`config.mk`:
```
export PLATFORM = sky130hd
export DESIGN_NAME = vk_arbiter
export DESIGN_NICKNAME = d
export VERILOG_FILES = /design/src/rtl/vk_arbiter.sv
export SDC_FILE = /design/constraint.sdc
export NUM_CORES = 1
export LEC_CHECK = 0
export ABC_AREA = 1
export BUFFER_PORTS_ARGS = -buffer_cell sky130_fd_sc_hd__buf_2
export CAP_MARGIN = 20
export CORE_MARGIN = 8
export CORE_UTILIZATION = 35
export DETAILED_ROUTE_END_ITERATION = 10
export PLACE_DENSITY = 0.69
export SLEW_MARGIN = 40
export SYNTH_ARGS = -nofsm -noshare
export SYNTH_HDL_FRONTEND = slang
export SYNTH_SLANG_ARGS = --single-unit
```
`constraint.sdc`:
```
create_clock -name sys_clk -period 11.3 [get_ports sys_clk]
set_input_delay 1.695 -clock sys_clk [delete_from_list [all_inputs] [get_ports sys_clk]]
set_output_delay 1.695 -clock sys_clk [all_outputs]
set_load 0.02 [all_outputs]
```
`src/rtl/vk_arbiter.sv`:
```
`default_nettype none
// ============================================================================
// Module   : vk_arbiter
// Brief    : Single-port VGA/CPU arbiter for the shared VGA/keyboard memory,
//            VGA-priority with a starvation bound and tagged read returns.
// Revision : 1.0
// ============================================================================
module vk_arbiter #(
    parameter int unsigned STARVE_MAX = 4
) (
    input  logic        sys_clk,
    input  logic        rst,

    input  logic        vga_req,
    input  logic [31:0] vga_addr,
    output logic        vga_ack,
    output logic        vga_rvalid,
    output logic [31:0] vga_rdata,

    input  logic        cpu_req,
    input  logic        cpu_wren,
    input  logic [31:0] cpu_addr,
    input  logic [31:0] cpu_wdata,
    output logic        cpu_ack,
    output logic        cpu_rvalid,
    output logic [31:0] cpu_rdata,

    output logic [31:0] vk_addr,
    output logic        vk_wren,
    output logic [31:0] vk_wdata,
    input  logic [31:0] vk_rdata
);

    // Out-of-range settings are clamped into the 4-bit counter range 1..15.
    localparam logic [3:0] c_STARVE_LIMIT =
        (STARVE_MAX > 32'd15) ? 4'd15 :
        (STARVE_MAX < 32'd1)  ? 4'd1  : 4'(STARVE_MAX);

    typedef enum logic [1:0] {
        TAG_NONE = 2'd0,
        TAG_VGA  = 2'd1,
        TAG_CPU  = 2'd2
    } tag_t;

    logic [3:0]  starve_q;
    logic [3:0]  starve_d;
    logic [31:0] vk_addr_q;
    logic [31:0] vk_addr_d;
    logic        vk_wren_q;
    logic        vk_wren_d;
    logic [31:0] vk_wdata_q;
    logic [31:0] vk_wdata_d;
    tag_t        tag1_q;
    tag_t        tag1_d;
    tag_t        tag2_q;

    logic        w_starved;
    logic        w_grant_vga;
    logic        w_grant_cpu;

    // Grant: VGA wins unless the CPU has waited through STARVE_MAX VGA grants.
    always_comb begin
        w_starved   = (starve_q >= c_STARVE_LIMIT);
        w_grant_vga = 1'b0;
        w_grant_cpu = 1'b0;
        if (!rst) begin
            if (vga_req && !(cpu_req && w_starved)) begin
                w_grant_vga = 1'b1;
            end else if (cpu_req) begin
                w_grant_cpu = 1'b1;
            end
        end
    end

    always_comb begin
        starve_d = starve_q;
        if (!cpu_req || w_grant_cpu) begin
            starve_d = 4'd0;
        end else if (w_grant_vga && (starve_q < c_STARVE_LIMIT)) begin
            starve_d = starve_q + 4'd1;
        end
    end

    always_comb begin
        vk_addr_d  = vk_addr_q;
        vk_wren_d  = 1'b0;
        vk_wdata_d = vk_wdata_q;
        tag1_d     = TAG_NONE;
        if (w_grant_vga) begin
            vk_addr_d = vga_addr;
            tag1_d    = TAG_VGA;
        end else if (w_grant_cpu) begin
            vk_addr_d  = cpu_addr;
            vk_wren_d  = cpu_wren;
            vk_wdata_d = cpu_wdata;
            tag1_d     = cpu_wren ? TAG_NONE : TAG_CPU;
        end
    end

    always_ff @(posedge sys_clk or posedge rst) begin
        if (rst) begin
            starve_q   <= 4'd0;
            vk_addr_q  <= 32'd0;
            vk_wren_q  <= 1'b0;
            vk_wdata_q <= 32'd0;
            tag1_q     <= TAG_NONE;
            tag2_q     <= TAG_NONE;
        end else begin
            starve_q   <= starve_d;
            vk_addr_q  <= vk_addr_d;
            vk_wren_q  <= vk_wren_d;
            vk_wdata_q <= vk_wdata_d;
            tag1_q     <= tag1_d;
            tag2_q     <= tag1_q;
        end
    end

    assign vga_ack    = w_grant_vga;
    assign cpu_ack    = w_grant_cpu;

    assign vk_addr    = vk_addr_q;
    assign vk_wren    = vk_wren_q;
    assign vk_wdata   = vk_wdata_q;

    // Memory data lands two cycles after the ack, aligned with the stage-2 tag.
    assign vga_rvalid = (tag2_q == TAG_VGA);
    assign cpu_rvalid = (tag2_q == TAG_CPU);
    assign vga_rdata  = vk_rdata;
    assign cpu_rdata  = vk_rdata;

endmodule
`default_nettype wire
```
==> metrics.md <==
| Metric | Value |
|---|---|
| Rel. slew slack | `0.482` |
| Power Density | `between 150 and 200 nW/um^2` |
| Hold Buf Count CTS | `0` |
| Number of warnings issued by yosys | `0` |
| CTS tree | `yes` |
| Syn-to-layout area delta | `16.6%` |
| Buffers on Ports | `about 170` |
| Die area | `about 15000 sq um` |
| Worst hold path class | `reg -> reg` |
| Initial DRC count | `~330` |
| Final WL | `roughly 11000 um` |
| H-tree depth | `3` |
| CP max stage delay | `approximately 600 ps` |
| MaxCap Viol Count | `0` |
| Layout Utilization | `0.419` |
| Reg clk slew, reported paths | `about 80 ps` |
| Clock Path Buffers | `2` |
| P_leak | `~0.0028 uW` |
| Crit. End Element | `primary output` |
| Postcts setup bufs | `0` |
| Drc violations | `0` |
| Via density | `around 4.5` |
| Largest delay share family, worst path | `buffers and inverters` |
| Least-Margin Pin Slew | `slightly below 800 ps` |
| Syn nets | `approximately 650` |
| Final hold violations | `0` |
| Startpoint types | `input port` |
| Initial core utilization | `0.359` |
| Worst Path Required | `9610 ps` |
| First-pass GRT wire length | `around 17000 um` |
| Post-DR wirelength/cell | `roughly 14 um` |
| # IOs | `266` |
| Post-layout min period | `slightly above 5000 ps` |
| Worst EP arrival | `about 3400 ps` |
| Final-report setup violation count | `0` |
| Vias in the first global route | `between 3000 and 4000` |
| Antenna viol nets, final | `0` |
| TritonCTS Sinks | `73` |
| Slowest-stage cell, CP | `nor2_4` |
| Routability cong. | `between 0.9 and 1` |
| Final cycle utilization of the critical path | `0.452` |
| Unrepaired setup endpoints after global routing | `false` |
| Vias | `3388` |
| Non-Filler Instances | `753` |
| Post-Place Cells | `roughly 740` |
| Outcome | `finished, final reports clean` |
| Hpwl dp | `around 7900 um` |
| # diodes | `0` |
| Post-synthesis average cell area | `between 7 and 8 sq um` |
| Fmax | `~200 MHz` |
| Flops & latches, synth | `73` |
| Core area | `10900 sq um` |
| DR pass1 iterations | `5` |
| Setup TNS Final | `0 ps` |
| Initial antenna violation count | `0` |
| Worst ir drop on vdd | `0.0000764 V` |
| Skew final | `approximately 12 ps` |
| Synthesized instance count | `between 500 and 600` |
| GRT overflow | `0` |
| CTS buffer count | `9` |
| CTS-repair resized insts | `0` |
| Pins over their slew limit | `0` |
| Die Y | `122 um` |
| All-layer global routing usage | `0.142` |
| Root Buffer | `clkbuf_8` |
| Part of the Yosys area used for sequential elements | `0.467` |
| CP Max Fanout | `35` |
| Chip Width | `122 um` |
| Synth Cell Area | `between 3000 and 4000 sq um` |
| Largest net degree at the start of global routing | `70` |
| Ratio of cells with drive above 1 in the final layout | `0.318` |
| CP Class | `in -> out` |
| Row count | `38` |
| Critical path cell sequence | `buf_2, inv_2, nor2_4, nand2_1, inv_2, buf_2` |
| Buf/Inv on CP | `4` |
| Worst-Skew Late Latency | `350 ps` |
| Final net count | `roughly 740` |
| Unique masters post-synth | `20` |
-- worst paths after layout --
check / start / end / slack [ps] / cells after the start
worst max-delay path: cpu_req / cpu_ack / 6190 / 6
worst min-delay path: tag1_q[0] / tag2_q[0] / 360 / 0
worst max register to register: starve_q[2] / vk_addr[31] / 9510 / 5
worst min register to register: tag1_q[0] / tag2_q[0] / 360 / 0
max in group asynchronous: rst / vk_addr[8] / 8970 / 3
min in group asynchronous: rst / vk_addr[29] / 1420 / 2
-- metrics by stage --
stage / cell area (sq um) / setup WS (ps) / hold slack, ps / power [uW]
global placement: 4320 / 6210 / 332 / 489
global route: 4560 / 5970 / 368 / 752
detailed placement: 4320 / 6150 / 340 / 493
finish: 4560 / 6190 / 356 / 712
floorplan: 3910 / 6530 / 331 / 454
CTS: 4540 / 6140 / 358 / 724
-- layer usage --
layer | global-route usage | wire length, um | vias to the layer above
li1 | - | - | 1689
met1 | 0.171 | 4350 | 1523
met2 | 0.228 | 5110 | 148
met3 | 0.0541 | 1070 | 28
met4 | 0.0470 | 151 | 0
met5 | 0 | 0 | -
-- cell families after synthesis --
| kind of cell | Yosys count | synth area share |
|---|---|---|
| XOR/XNOR | 1 | 0.00224 |
| flip-flops | 73 | 0.467 |
| adder cells (fa/ha/maj) | 1 | 0.00320 |
| buffers and inverters | 132 | 0.202 |
| AO/OA/AOI/OAI | 4 | 0.00895 |
| AND/OR/NAND/NOR | 304 | 0.317 |
-- flip-flops by register name, indices dropped and copies added, names as in the netlist --
register / flops
tag2_q: 2
vk_addr: 32
starve_q: 4
vk_wdata: 32
vk_wren: 1
tag1_q: 2
-- cells in the final DEF (no fill, tap or decap), drive strengths merged --
master	netlist	final
ha	1	1
buf	85	173
bufinv	0	2
a21oi	1	1
clkbuf	6	10
nor2	6	6
xor2	1	1
clkinv	0	2
nand2	261	261
nand3	4	4
dfrtp	73	73
o21ai	3	3
nand4	33	33
inv	41	41
clkinvlp	0	2
-- where the power goes --
group	total (uW)	leakage [uW]	switching [uW]	internal, uW
registers	316	0.000889	19.7	296
clock network	227	0.000103	101	125
logic	169	0.00179	111	58.3
-- Yosys cell counts --
library cell / instances / area [sq um]
nand3_2: 1 / 10.0
o21ai_4: 1 / 16.3
a21oi_1: 1 / 5.00
buf_4: 66 / 495
nand4_1: 33 / 206
o21ai_2: 1 / 8.76
nand2_1: 261 / 980
nor2_4: 1 / 11.3
ha_1: 1 / 12.5
inv_2: 3 / 11.3
buf_1: 2 / 7.51
buf_6: 4 / 45.0
buf_2: 13 / 65.1
xor2_1: 1 / 8.76
nand3_1: 3 / 15.0
inv_1: 38 / 143
dfrtp_1: 73 / 1830
o21ai_0: 1 / 5.00
clkbuf_1: 6 / 22.5
nor2_1: 5 / 18.8
-- area by class of cell --
class	count	area (sq um)
timing repair buffer	173	887
sequential	73	1830
clock inverter	6	92.6
fill	1117	6320
inverter	41	156
multi-input combinational	310	1300
clock buffer	10	128
tap	140	175
No activity file was read; power rests on OpenSTA's default activity.
